`config.mk`:
```
export PLATFORM = sky130hd
export DESIGN_NAME = skid_buffer
export DESIGN_NICKNAME = d
export VERILOG_FILES = /design/src/rtl/skid_buffer.sv
export SDC_FILE = /design/constraint.sdc
export NUM_CORES = 1
export LEC_CHECK = 0
export ABC_AREA = 1
export CORE_ASPECT_RATIO = 1.2
export CORE_UTILIZATION = 43
export CTS_CLUSTER_DIAMETER = 100
export CTS_CLUSTER_SIZE = 28
export DETAILED_ROUTE_END_ITERATION = 6
export PLACE_DENSITY = 0.69
export SLEW_MARGIN = 20
export SYNTH_ARGS = -nofsm -noshare
export SYNTH_HDL_FRONTEND = slang
export SYNTH_SLANG_ARGS = --single-unit
export TNS_END_PERCENT = 10
```
`constraint.sdc`:
```
create_clock -name clk -period 1.75 [get_ports clk]
set_input_delay 0.35 -clock clk [delete_from_list [all_inputs] [get_ports clk]]
set_output_delay 0.35 -clock clk [all_outputs]
set_load 0.1 [all_outputs]
```
`src/rtl/skid_buffer.sv`:
```
// -----------------------------------------------------------------------------
// skid_buffer
//   Elastic valid/ready register stage with a two-entry skid. It sustains one
//   word per cycle, and both in_ready and out_valid come straight from flops,
//   so no combinational ready path runs between the producer and the consumer.
//
//   Optional feature macro: SKID_BUFFER_STATS_EN. When it is defined, the
//   stall_cnt port exists and counts stalled cycles, saturating at all-ones.
//
// Ports
//   clk        : clock; all state updates on the rising edge
//   rst_n      : asynchronous active-low reset
//   in_valid   : upstream word present on in_data
//   in_ready   : stage can accept a word (registered)
//   in_data    : upstream data word
//   out_valid  : out_data holds a valid word (registered)
//   out_ready  : downstream accepts the word this cycle
//   out_data   : word presented downstream (registered)
//   stall_cnt  : cycles with out_valid & !out_ready (SKID_BUFFER_STATS_EN only)
// -----------------------------------------------------------------------------
module skid_buffer #(
    parameter int WIDTH       = 8,
    parameter int STALL_CNT_W = 16
) (
    input  logic                   clk,
    input  logic                   rst_n,
    input  logic                   in_valid,
    output logic                   in_ready,
    input  logic [WIDTH-1:0]       in_data,
    output logic                   out_valid,
    input  logic                   out_ready,
    output logic [WIDTH-1:0]       out_data
`ifdef SKID_BUFFER_STATS_EN
    ,
    output logic [STALL_CNT_W-1:0] stall_cnt
`endif
);

    // The state is encoded as {out_valid, full}. Each handshake output is
    // therefore a flop bit (or its inverse), with no decode logic behind it.
    typedef enum logic [1:0] {
        EMPTY = 2'b00,
        ONE   = 2'b10,
        FULL  = 2'b11
    } state_e;

    state_e           state_q, state_d;
    logic [WIDTH-1:0] main_q, skid_q;
    logic             load_main, main_from_skid, load_skid;
    logic             accept, fire;

    // State register
    always_ff @(posedge clk or negedge rst_n) begin
        if (!rst_n) state_q <= EMPTY;
        else        state_q <= state_d;
    end

    // Output decode (pure flop bits)
    always_comb begin
        out_valid = state_q[1];
        in_ready  = ~state_q[0];
        out_data  = main_q;
    end

    assign accept = in_valid & in_ready;
    assign fire   = out_valid & out_ready;

    // Next state and register load enables
    always_comb begin
        state_d        = state_q;
        load_main      = 1'b0;
        main_from_skid = 1'b0;
        load_skid      = 1'b0;
        unique case (state_q)
            EMPTY: begin
                if (accept) begin
                    load_main = 1'b1;
                    state_d   = ONE;
                end
            end
            ONE: begin
                if (accept && fire) begin
                    load_main = 1'b1;           // pass-through at full rate
                end else if (accept) begin
                    load_skid = 1'b1;           // consumer stalled: park in skid
                    state_d   = FULL;
                end else if (fire) begin
                    state_d   = EMPTY;          // main keeps a stale value
                end
            end
            FULL: begin
                if (fire) begin
                    load_main      = 1'b1;
                    main_from_skid = 1'b1;
                    state_d        = ONE;
                end
            end
            default: state_d = EMPTY;
        endcase
    end

    // Datapath
    always_ff @(posedge clk or negedge rst_n) begin
        if (!rst_n) begin
            main_q <= '0;
            skid_q <= '0;
        end else begin
            if (load_main) main_q <= main_from_skid ? skid_q : in_data;
            if (load_skid) skid_q <= in_data;
        end
    end

`ifdef SKID_BUFFER_STATS_EN
    // Saturating stall counter, cleared only by reset
    always_ff @(posedge clk or negedge rst_n) begin
        if (!rst_n)
            stall_cnt <= '0;
        else if (out_valid && !out_ready && (stall_cnt != '1))
            stall_cnt <= stall_cnt + 1'b1;
    end
`endif

endmodule
```
After elaboration in Yosys (flattened, before gate mapping)
Cells that the tools add are included.

operators by class
  equality and inequality tests = 6
  multiplexer cells = 14
  bitwise operators = 3
  reductions and logical operators = 3

operators by type and width
  operator                                       count
  2-bit 2-to-1 mux                               5
  8-bit 2-to-1 mux                               1
  1-bit 2-to-1 mux                               6
  2-bit inequality test (second input constant)  3
  2-bit case mux with 3 select lines             1
  2-bit equality test (second input constant)    2
  4-bit AND reduction                            1
  3-bit inequality test (second input constant)  1
  1-bit case mux with 3 select lines             1
  1-bit bitwise AND                              2
  2-bit logical NOT                              1
  1-bit logical AND                              1
  1-bit NOT                                      1

storage, ports and cells
  register bits after elaboration = 18
  input port bits = 12
  output and inout bits = 10
  word-level logic and storage cells = 29

Logic depth before layout (Yosys ltp)
Gate-level depths: netlist (run 1).

  word-level depth = 5
  mapped depth = 9
  gate-level depth less buffers = 9

Least setup slack after synthesis (run 1)
Ideal clock, no wire load.

  path kind = register -> register
  start point = register state_q[0]
  end point = register state_q[1]
  library setup time = 0.068 ns
  data arrival time = 2.038 ns
  path slack = -0.355 ns
  cell stages (with the launch flop) = 9
  path buffers = 0
  clock period less this slack = 2.105 ns
  cell sequence = dfrtp_1 inv_1 ha_1 nand3_1 nor2_1 nor2_2 nand2_1 nand2_1 nand2_1

on the way
  word-level cells in the longest chain between the ends = 5
  elaborated cells on any way between the ends = 14
  those cells by class = 6 x eq/ne; 3 x mux; 2 x bitwise; 3 x reduce/logical

ends and longest elaborated chain
  item                                                                       RTL line  RTL
  start: declaration                                                         47        state_e state_q, state_d;
  start signal: assignment                                                   55        else state_q <= state_d;
  1-bit NOT (*)                                                              61        in_ready = ~state_q[0];
  net in_ready                                                               28        output logic in_ready,
  1-bit bitwise AND (*)                                                      65        assign accept = in_valid & in_ready;
  2-bit 2-to-1 mux or 1-bit logical AND (tied branches)                      84, 82
  2-bit 2-to-1 mux or 2-bit inequality test (tied branches)                  -
  2-bit case mux with 3 select lines or 4-bit AND reduction (tied branches)  -

Mark *: on every way through the listed nets, which the timed path passes. The rest lies on a longest branch. The select of a mux whose other input is x is not followed.
A chain may end at the register's enable or synchronous reset.

Worst setup path after layout (run 1)
  start point = register state_q[0]
  end point = output port in_ready

on the way
  word-level cells in the longest chain between the ends = 1

ends and longest elaborated chain
  item              RTL line
  1-bit NOT         61
  end: declaration  28

No other way between the ends.

==> run metrics, run 1 <==
Seq/Total Area, Yosys=roughly two fifths; vias per inst=4.81; Synth area leaders=dfrtp_1 41%, o21ai_2 13%, nand2_1 12%; crit end category=output pin; number of failing hold endpoints at the final stage=0; Data arrival, critical path=1.19 ns; core area=around 2400 um2; Synth Area per Inst=a little under 9 um2; Die Wd=48.1 um; Total GRT Usage=a little under a fifth; number of distinct library cells after synthesis=19; antenna viol nets, final=0; starting density of the core=a little under half; #FFs+latches synth=18; antenna diode count=0; initial antenna violation count=0; via count=865; nets=roughly 170; Syn Inst Count=about 120; drc violations=0; hpwl dp=about 1.7 mm; post-synth top area share=between 40 and 50%; Die ar.=approximately 2800 um2; vias in the first global route=940; RSZ-0062 raised after global routing=no; Synth warnings=0; Setup Crit Path Kind=flop to output pin; CTS Buf Count=3; GR peak layer=met2; Root Buffer=clkbuf_4; Critical Path Start Type=flop; cells on worst reg2reg path=8; Die Y=57.3 um; M2 GR Usage=about 32%; largest net degree at the start of global routing=19; drt pass-1 iters=4; Post-CTS Setup Bufs=0; Slew HR=between 80% and 90%; Area growth, synth to finish=36.3%; drt first-iter violations=5; reg2reg start=state_q[0]$_DFFE_PN0P_; dpl ws=0.0955 ns; routability cong.=between 0.8 and 0.9; Worst Hold Class=primary input to async pin; num rows=19; IO buf count=21; worst-path maximum fanout=6; CTS tree=yes; Final Skew=approximately 0.00089 ns; FF-to-FF End=state_q[1]$_DFFE_PN0P_; Synth area leader=dfrtp_1; setup slack, reg-to-reg=~0.22 ns; met3 GRT Util=1.90%; status=completed; number of gates resized after CTS=0; first-pass GRT wire length=~3.8 mm; CTS Hold Bufs=0; Worst Tran Pin Value=just under 0.3 ns; total wire length=between 2 and 2.5 mm; fin util=between 60% and 70%; clock transition at the registers of the reported paths=~0.10 ns; Slew Limit Fails=0; CTS sink cnt=18; setup violators final=0; share of layout cells above drive strength 1=37.6%; Crit path required time=between 1 and 1.5 ns; met1 Track Usage GR=23.2%; Max H-tree Level=1; final worst setup slack=between 0.2 and 0.25 ns; grt ovf=0; Mapped Nets=140; period utilization=88.2%; minimum clock period=~1.5 ns; CTS Buffer Depth=2; DR WL/cell=11.6 um; max-cap check violation count=0; Worst-Skew Late Latency=about 0.29 ns; Synth Cell Area=approximately 1100 um2; I/O pin count=22; Fmax=between 600 and 700 MHz
## cells by family (layout without fill, tap and decap cells)
logic type,after synthesis,in the layout,share of synthesized area [%]
DFF,18,18,41.1
adders and majority gates,5,5,5.71
and+or+nand+nor,64,64,31.2
buffers and inverters,19,45,8.79
AOI/OAI and AO/OA,17,17,13.2
## layer usage
layer,share of wire [%],vias up
met3,3.1,5
met4,2.2,0
met2,53,21
li1,-,438
met1,42,401
met5,0,-
## area by class of cell
cell class,instances,area [um2]
Clock buffer,4,36.3
Multi-Input combinational cell,86,564
Tap cell,31,38.8
Fill cell,204,860
Inverter,17,68.8
Timing Repair Buffer,24,333
Sequential cell,18,453
## how the worst max path moves through the flow
stage                                 startpoint                     end  slack (ns)  cells after the start
after CTS                 state_q[0]$_DFFE_PN0P_                in_ready        0.18                      2
final                     state_q[0]$_DFFE_PN0P_                in_ready        0.21                      2
after floorplan           state_q[0]$_DFFE_PN0P_  state_q[1]$_DFFE_PN0P_       -0.13                      8
after global routing      state_q[0]$_DFFE_PN0P_  state_q[1]$_DFFE_PN0P_        0.05                      8
after global placement                  in_valid   skid_q[4]$_DFFE_PN0P_        0.14                      7
after detailed placement                in_valid   skid_q[0]$_DFFE_PN0P_         0.1                      7
## registers in the layout, summed over array words and instances (netlist names)
register and count:
out_data 8, skid_q 8, state_q 2
## through the flow
stage	cell area, um2	setup TNS (ns)	hold slack, ns	instances
after floorplan	1120	-1.59	0.0544	123
after global placement	1460	0	0.516	176
after detailed placement	1460	0	0.525	176
after CTS	1490	0	0.371	180
after global routing	1490	0	0.412	180
final	1490	0	0.369	180
## layout by cell type (no fill, tap or decap), types with 2 or more instances in the layout
cell type        synthesis  final
clkbuf_4                 0      3
inv_2                    3      3
dfrtp_2                  0      2
nand2_1                 35     35
buf_12                   1     10
ha_1                     5      3
nor2_1                   3      3
nand2_4                  2      2
nand3_4                  2      2
dfrtp_1                 18     16
nand2_2                  7      7
clkdlybuf4s50_1          0     11
nand3_1                 12     12
o21ai_2                 16     16
buf_4                    0      3
inv_1                   12     11
## synth_stat cells, drive strengths merged
library cell,n
o21ai,16
nand3,14
a21oi,1
ha,5
inv,15
dfrtp,18
nand2,44
nor2,6
clkinv,2
buf,2
## critical path, stage by stage (launching register included)
cell and delay, ns:
dfrtp_2 0.48, clkinvlp_4 0.21, buf_12 0.21
Power of run 1 is not shown: default switching activity piles up to over one toggle a cycle in this logic, so the estimate is an artifact.
==> run 2, diff against run 1 <==
--- a/config.mk
+++ b/config.mk
@@ -6,7 +6,6 @@
 export NUM_CORES = 1
 export LEC_CHECK = 0
 export ABC_AREA = 1
-export CORE_ASPECT_RATIO = 1.2
 export CORE_UTILIZATION = 43
 export CTS_CLUSTER_DIAMETER = 100
 export CTS_CLUSTER_SIZE = 28
==> constraint.sdc (replaced) <==
create_clock -name clk -period 1.5 [get_ports clk]
set_input_delay 0.3 -clock clk [delete_from_list [all_inputs] [get_ports clk]]
set_output_delay 0.3 -clock clk [all_outputs]
set_load 0.1 [all_outputs]
==> run 2 against run 1 <==
Net effect: via count down 1.3%; non-clock buffer count up 4; critical path depth up 1; clock skew up 0.0058 ns; hold slack worse by 0.070 ns; utilization up 4.1 points; critical path type unchanged; largest cell class unchanged.
==> run metrics, run 2 (synthesis results as in run 1) <==
RSZ-0062 raised after global routing=no; period utilization=97.9%; IO buf count=21; Total GRT Usage=between 15 and 20%; CTS sink cnt=18; CTS tree=yes; share of layout cells above drive strength 1=between 40% and 50%; crit end category=output pin; most frequent cells in the layout=35 x nand2_1, 16 x o21ai_2, 16 x dfrtp_1; worst-path maximum fanout=3; dpl ws=-0.0867 ns; Worst-Skew Late Latency=around 0.30 ns; Data arrival, critical path=1.17 ns; Die ar.=2750 um2; Worst Tran Pin Value=0.284 ns; DR WL/cell=between 10 and 15 um; I/O pin count=22; routability cong.=between 0.7 and 0.8; initial antenna violation count=0; Max H-tree Level=1; Largest delay share family, worst path=buffers and inverters; total stage count of the critical path=3; grt ovf=0; antenna diode count=0; reg2reg start=state_q[1]$_DFFE_PN0P_; setup violators final=0; crit-path max cell delay=slightly above 0.4 ns; Die Wd=around 52 um; Critical Path Start Type=flop; setup slack, reg-to-reg=0.09 ns; largest net degree at the start of global routing=19; Worst Hold Class=primary input to async pin; Fmax=681 MHz; clock transition at the registers of the reported paths=0.11 ns; total wire length=2.14 mm; hpwl dp=1.57 mm; Setup Crit Path Kind=flop to output pin; num rows=17; first-pass GRT wire length=~3.5 mm; commonest non-fill, non-tap cell in the layout=nand2_1; Slew HR=between 80% and 90%; max-cap check violation count=0; vias per inst=roughly 4.7; finished layout cell area=roughly 1600 um2; status=completed; Area growth, synth to finish=41.7%; minimum clock period=1.47 ns; Slew Limit Fails=0; cells on worst reg2reg path=6; CP cell instances=clkinvlp_4 > buf_6 > buf_12; Final Skew=roughly 0.0067 ns; nets=171; drc violations=0; vias in the first global route=roughly 820; drt first-iter violations=9; CTS Buffer Depth=2; crit path from=state_q[0]$_DFFE_PN0P_; drt pass-1 iters=4; worst path bufs/invs=3; Post-DP Area=roughly 1500 um2; Root Buffer=clkbuf_4; final worst setup slack=0.0315 ns; Crit path required time=~1.2 ns; number of failing hold endpoints at the final stage=0; starting density of the core=between 40 and 50%; CTS Buf Count=3; via count=between 800 and 900; core area=~2300 um2; Slowest-stage cell, CP=dfrtp_2; antenna viol nets, final=0; Die Y=52.5 um
-- run 2: layout make-up --
| type | instances | area (um2) |
|---|---|---|
| clock buffer | 4 | 36.3 |
| fill | 185 | 744 |
| inverter | 17 | 72.6 |
| multi-input combinational | 86 | 577 |
| sequential | 18 | 453 |
| tap | 28 | 35.0 |
| timing repair buffer | 28 | 379 |
-- run 2: worst paths after layout --
check,endpoint
hold / removal,out_data[2]$_DFFE_PN0P_
setup reg to reg,skid_q[1]$_DFFE_PN0P_
setup / recovery,in_ready
max in group asynchronous,state_q[1]$_DFFE_PN0P_
min in group clk,skid_q[3]$_DFFE_PN0P_
hold reg to reg,skid_q[3]$_DFFE_PN0P_
-- run 2: routing by layer --
layer	part of all wire, %	track usage [%]
met5	0	0
met4	1.3	7.89
met3	2.9	3.48
met2	47	27.0
met1	48	23.5
-- run 2: timing repair --
| action | in CTS | in global routing |
|---|---|---|
| gates resized for setup | 0 | 5 |
| setup endpoints to repair | 1 | 11 |
| hold buffers | 0 | 0 |
| setup buffers | 1 | 2 |
| hold endpoints to repair | 0 | 0 |
-- run 2: stage by stage --
stage | TNS (ns) | std cells | util [%] | hold slack (ns)
6_report | 0 | 181 | 67.6 | 0.300
5_1_grt | 0 | 181 | 67.6 | 0.332
3_5_place_dp | -1.06 | 174 | 64.2 | 0.519
4_1_cts | 0 | 179 | 66.1 | 0.309
3_3_place_gp | -0.426 | 174 | 64.2 | 0.514
2_1_floorplan | -6.09 | 123 | - | 0.00441
Power of run 2 is left out for the same reason.
==> run 3, diff against run 2 <==
==> constraint.sdc (replaced) <==
create_clock -name clk -period 1.44 [get_ports clk]
set_input_delay 0.288 -clock clk [delete_from_list [all_inputs] [get_ports clk]]
set_output_delay 0.288 -clock clk [all_outputs]
set_load 0.1 [all_outputs]
==> run 3 against run 2 <==
Net effect: the flow now finishes with violations (setup timing); register-to-register slack worse by 0.06 ns; highest routed layer unchanged; final cell count is 1.1% higher; hold slack improved by 0.016 ns; cell area up 2.8%; setup slack worse by 0.036 ns; clock skew grew 0.0041 ns; largest cell class unchanged; critical path depth did not move; flip-flop and latch count unchanged.
==> run metrics, run 3 (synthesis results as in run 1) <==
reg2reg start=state_q[0]$_DFFE_PN0P_; setup violators final=1; CTS sink cnt=18; antenna diode count=0; I/O pin count=22; hpwl dp=between 1.5 and 2 mm; Slowest-stage cell, CP=dfrtp_2; CTS tree=yes; Critical Path Start Type=flop; minimum clock period=1.44 ns; most frequent cells in the layout=35 x nand2_1, 16 x o21ai_2, 16 x dfrtp_1; crit end category=output pin; initial antenna violation count=0; via count=a little under 900; Setup Crit Path Kind=flop to output pin; Fmax=slightly below 700 MHz; Root Buffer=clkbuf_4; nets=173; final worst setup slack=-0.00482 ns; Layout Cells excl Fill=approximately 180; starting density of the core=between 40% and 50%; commonest non-fill, non-tap cell in the layout=nand2_1; share of layout cells above drive strength 1=around 44%; RSZ-0062 raised after global routing=yes; vias per inst=about 4.9; Final Skew=0.0108 ns; core area=2300 um2; DR WL/cell=between 10 and 15 um; Worst-Skew Late Latency=0.30 ns; CP cell instances=clkinvlp_4 > buf_6 > buf_12; Max H-tree Level=1; Worst Hold Class=primary input to async pin; worst-path maximum fanout=3; num rows=17; Crit path required time=~1.2 ns; Largest delay share family, worst path=buffers and inverters; Die Y=roughly 52 um; total wire length=2.14 mm; drc violations=0; Data arrival, critical path=approximately 1.2 ns; failing checks=setup timing; max-cap check violation count=0; Placed Cells=176; antenna viol nets, final=0; vias in the first global route=869; Area growth, synth to finish=45.7%; IO buf count=21; grt ovf=0; period utilization=100%; drt first-iter violations=19; Slew Limit Fails=0; status=finished, violations left; fin util=between 60% and 70%; routability cong.=0.753; drt pass-1 iters=4; CTS Buf Count=3; CTS Buffer Depth=2; worst path bufs/invs=3; Slew HR=just over 80%; number of failing hold endpoints at the final stage=0; dpl ws=-0.134 ns; Total GRT Usage=~18%; Die ar.=2750 um2; largest net degree at the start of global routing=19; crit path from=state_q[0]$_DFFE_PN0P_; clock transition at the registers of the reported paths=0.11 ns; crit-path max cell delay=roughly 0.41 ns; first-pass GRT wire length=3.56 mm; setup slack, reg-to-reg=approximately 0.03 ns; Worst Tran Pin Value=about 0.3 ns; Die Wd=approximately 52 um
-- run 3: layout make-up --
class,instances,area (um2)
inverters,17,75.1
flip-flops and latches,18,453
well taps,28,35.0
clock buffers,4,36.3
multi-input cells,87,611
fillers,171,701
repair buffers,29,387
-- run 3: repair_timing --
action,CTS,global route
buffers inserted,1,1
gates cloned,1,0
setup endpoints to repair,1,19
gates resized for setup,2,9
pin swaps,2,4
hold buffers,0,0
-- run 3: metrics by stage --
step | area, um2 | setup TNS (ns) | hold slack [ns]
floorplan | 1120 | -7.17 | -0.00759
global placement | 1490 | -1.24 | 0.515
detailed placement | 1490 | -1.78 | 0.520
CTS | 1550 | 0 | 0.335
global route | 1600 | -0.355 | 0.328
finish | 1600 | -0.00482 | 0.316
-- run 3: path summary, 6_finish.rpt --
kind	to	depth (start not counted)
min	out_data[2]$_DFFE_PN0P_	2
max	in_ready	3
min in group clk	out_data[0]$_DFFE_PN0P_	2
max in group asynchronous	state_q[1]$_DFFE_PN0P_	2
max reg2reg	skid_q[2]$_DFFE_PN0P_	6
min reg2reg	out_data[0]$_DFFE_PN0P_	2
-- run 3: worst register-to-register path: stages, from the launching register on --
cell and delay (ns):
dfrtp_2 0.44, buf_4 0.16, buf_4 0.14, nor2_4 0.14, inv_4 0.08, nor2_4 0.25
o21ai_2 0.08
-- run 3: metal layers --
metal	GRT usage, %	vias up	wire, um
li1	-	455	-
met1	21.9	412	942
met2	30.8	16	1100
met3	2.90	5	62
met4	8.33	0	34
met5	0	-	0
Power of run 3 is left out for the same reason.
==> variant, RTL diff (config.mk and constraints of run 3) <==
`WIDTH`: 8 -> 12.
--- a/src/rtl/skid_buffer.sv
+++ b/src/rtl/skid_buffer.sv
@@ -21,3 +21,3 @@
 module skid_buffer #(
-    parameter int WIDTH       = 8,
+    parameter int WIDTH       = 12,
     parameter int STALL_CNT_W = 16
Interface: changed (resized in_data and out_data); port bits go from 22 to 30. No check against the original RTL was run, so the function may have changed too.
==> variant against run 3 <==
  * The flow finishes with violations (DRC, setup timing)
  * Count of clock-buffer cells in the layout is 1 lower
  * Wire length grew 32%
  * Worst hold slack got worse by 3.3 ps
  * Design area grew 25%
  * Synthesized area is 20% higher
  * Setup slack got worse by 59 ps
  * Sequential cell count rose by 8
  * Critical path type unchanged
  * Critical endpoint unchanged
  * Largest cell class is now flip-flops and latches
  * Highest routed layer unchanged
Power is not shown: default switching activity piles up to over one toggle a cycle in this logic, so the estimate is an artifact.
==> variant: results (changes against run 3) <==
metric,value,unit,change
status,"finished, violations left",,
finClkSkew,3.37,ps,-7.44 ps
grt_pass1_vias,1088,,+25%
r2r-end,out_data[6]$_DFFE_PN0P_,,
grt_pass1_wl,4800,um,+35%
slowest_delay,440,ps,+30 ps
setup_viol,2,,+1
portBuffers,29,,+38%
ys.warnings.count,0,,unchanged
grt.total_usage,0.191,,+0.0109
clk_latency,320,ps,+20 ps
r2r_cells,7,,+1
drc,4,,+4
cp.arrival,1220,ps,+60 ps
antenna_found_initial,0,,unchanged
synthDistinctLibCells,17,,-2
fin_ws,-63.5,ps,-58.6 ps
dp_slack,-172,ps,-37.2 ps
synth.area.top_cells,"dfrtp_1 (49%), nand2_1 (17%), nand3_1 (6.5%), inv_1 (5.4%), ha_1 (4.7%)",,
syn_nets,189,,+35%
drtPass1Iterations,6,,+2
reg2reg_slack,-10,ps,-40 ps
wl_per_cell,11.8,um,+1.2%
synth_compound_area_frac,0.0950,,-0.0375
yosys-top-cells-count,"nand2_1 (58), dfrtp_1 (26), inv_1 (19)",,
synthAdderAreaFrac,0.0475,,-0.00959
vias,1217,,+37%
maxSlewHeadroom,0.782,,-0.0220
hpwl,2110,um,+33%
clkSlewWorstSetupHoldPaths,140,ps,+30 ps
failed_checks,"DRC, setup timing",,
grt_max_degree,27,,+8
synth_area_per_cell,7.84,um^2,-12%
drive_above_1_share,0.236,,-0.203
place_inst,233,,+32%
## variant: how the worst min path moves through the flow
stage                                    endpoint  slack, ps  cells past startpoint
final                       skid_q[0]$_DFFE_PN0P_        310                      2
after global routing      out_data[6]$_DFFE_PN0P_        340                      2
after CTS                 out_data[6]$_DFFE_PN0P_        320                      2
after detailed placement    skid_q[3]$_DFFE_PN0P_        510                      2
after global placement      skid_q[9]$_DFFE_PN0P_        500                      2
after floorplan           out_data[0]$_DFFE_PN0P_         -8                      0
## variant: cells by family (layout without fill, tap and decap cells)
family	after synthesis	in the layout
simple gates	84	84
flops	26	26
buf+inv	28	68
fa+ha+maj	5	5
compound gates	25	25
## variant: area by class of cell
cell class	count	area, um^2
Fill cell	221	838
Inverter	21	82.6
Multi-Input combinational cell	114	583
Sequential cell	26	653
Timing Repair Buffer	43	581
Tap cell	31	38.8
Clock inverter	1	30.0
Clock buffer	3	22.5
## variant: timing repair
action,CTS,global route
pin swaps,0,1
buffers inserted,2,0
endpoints found under the setup margin,5,27
resized for setup,2,6
## variant: metrics by stage
| stage | hold WS, ps | setup TNS, ps |
|---|---|---|
| finish | 312 | -69.1 |
| global route | 335 | -790 |
| CTS | 320 | -63.5 |
| detailed placement | 508 | -3000 |
| global placement | 500 | -1940 |
| floorplan | -7.59 | -10510 |
## variant: layer usage
| metal | up-vias | GRT usage | wire, um |
|---|---|---|---|
| li1 | 606 | - | - |
| met1 | 573 | 0.251 | 1230 |
| met2 | 34 | 0.321 | 1420 |
| met3 | 4 | 0.0272 | 142 |
| met4 | 0 | 0.0732 | 33 |
| met5 | - | 0 | 0 |
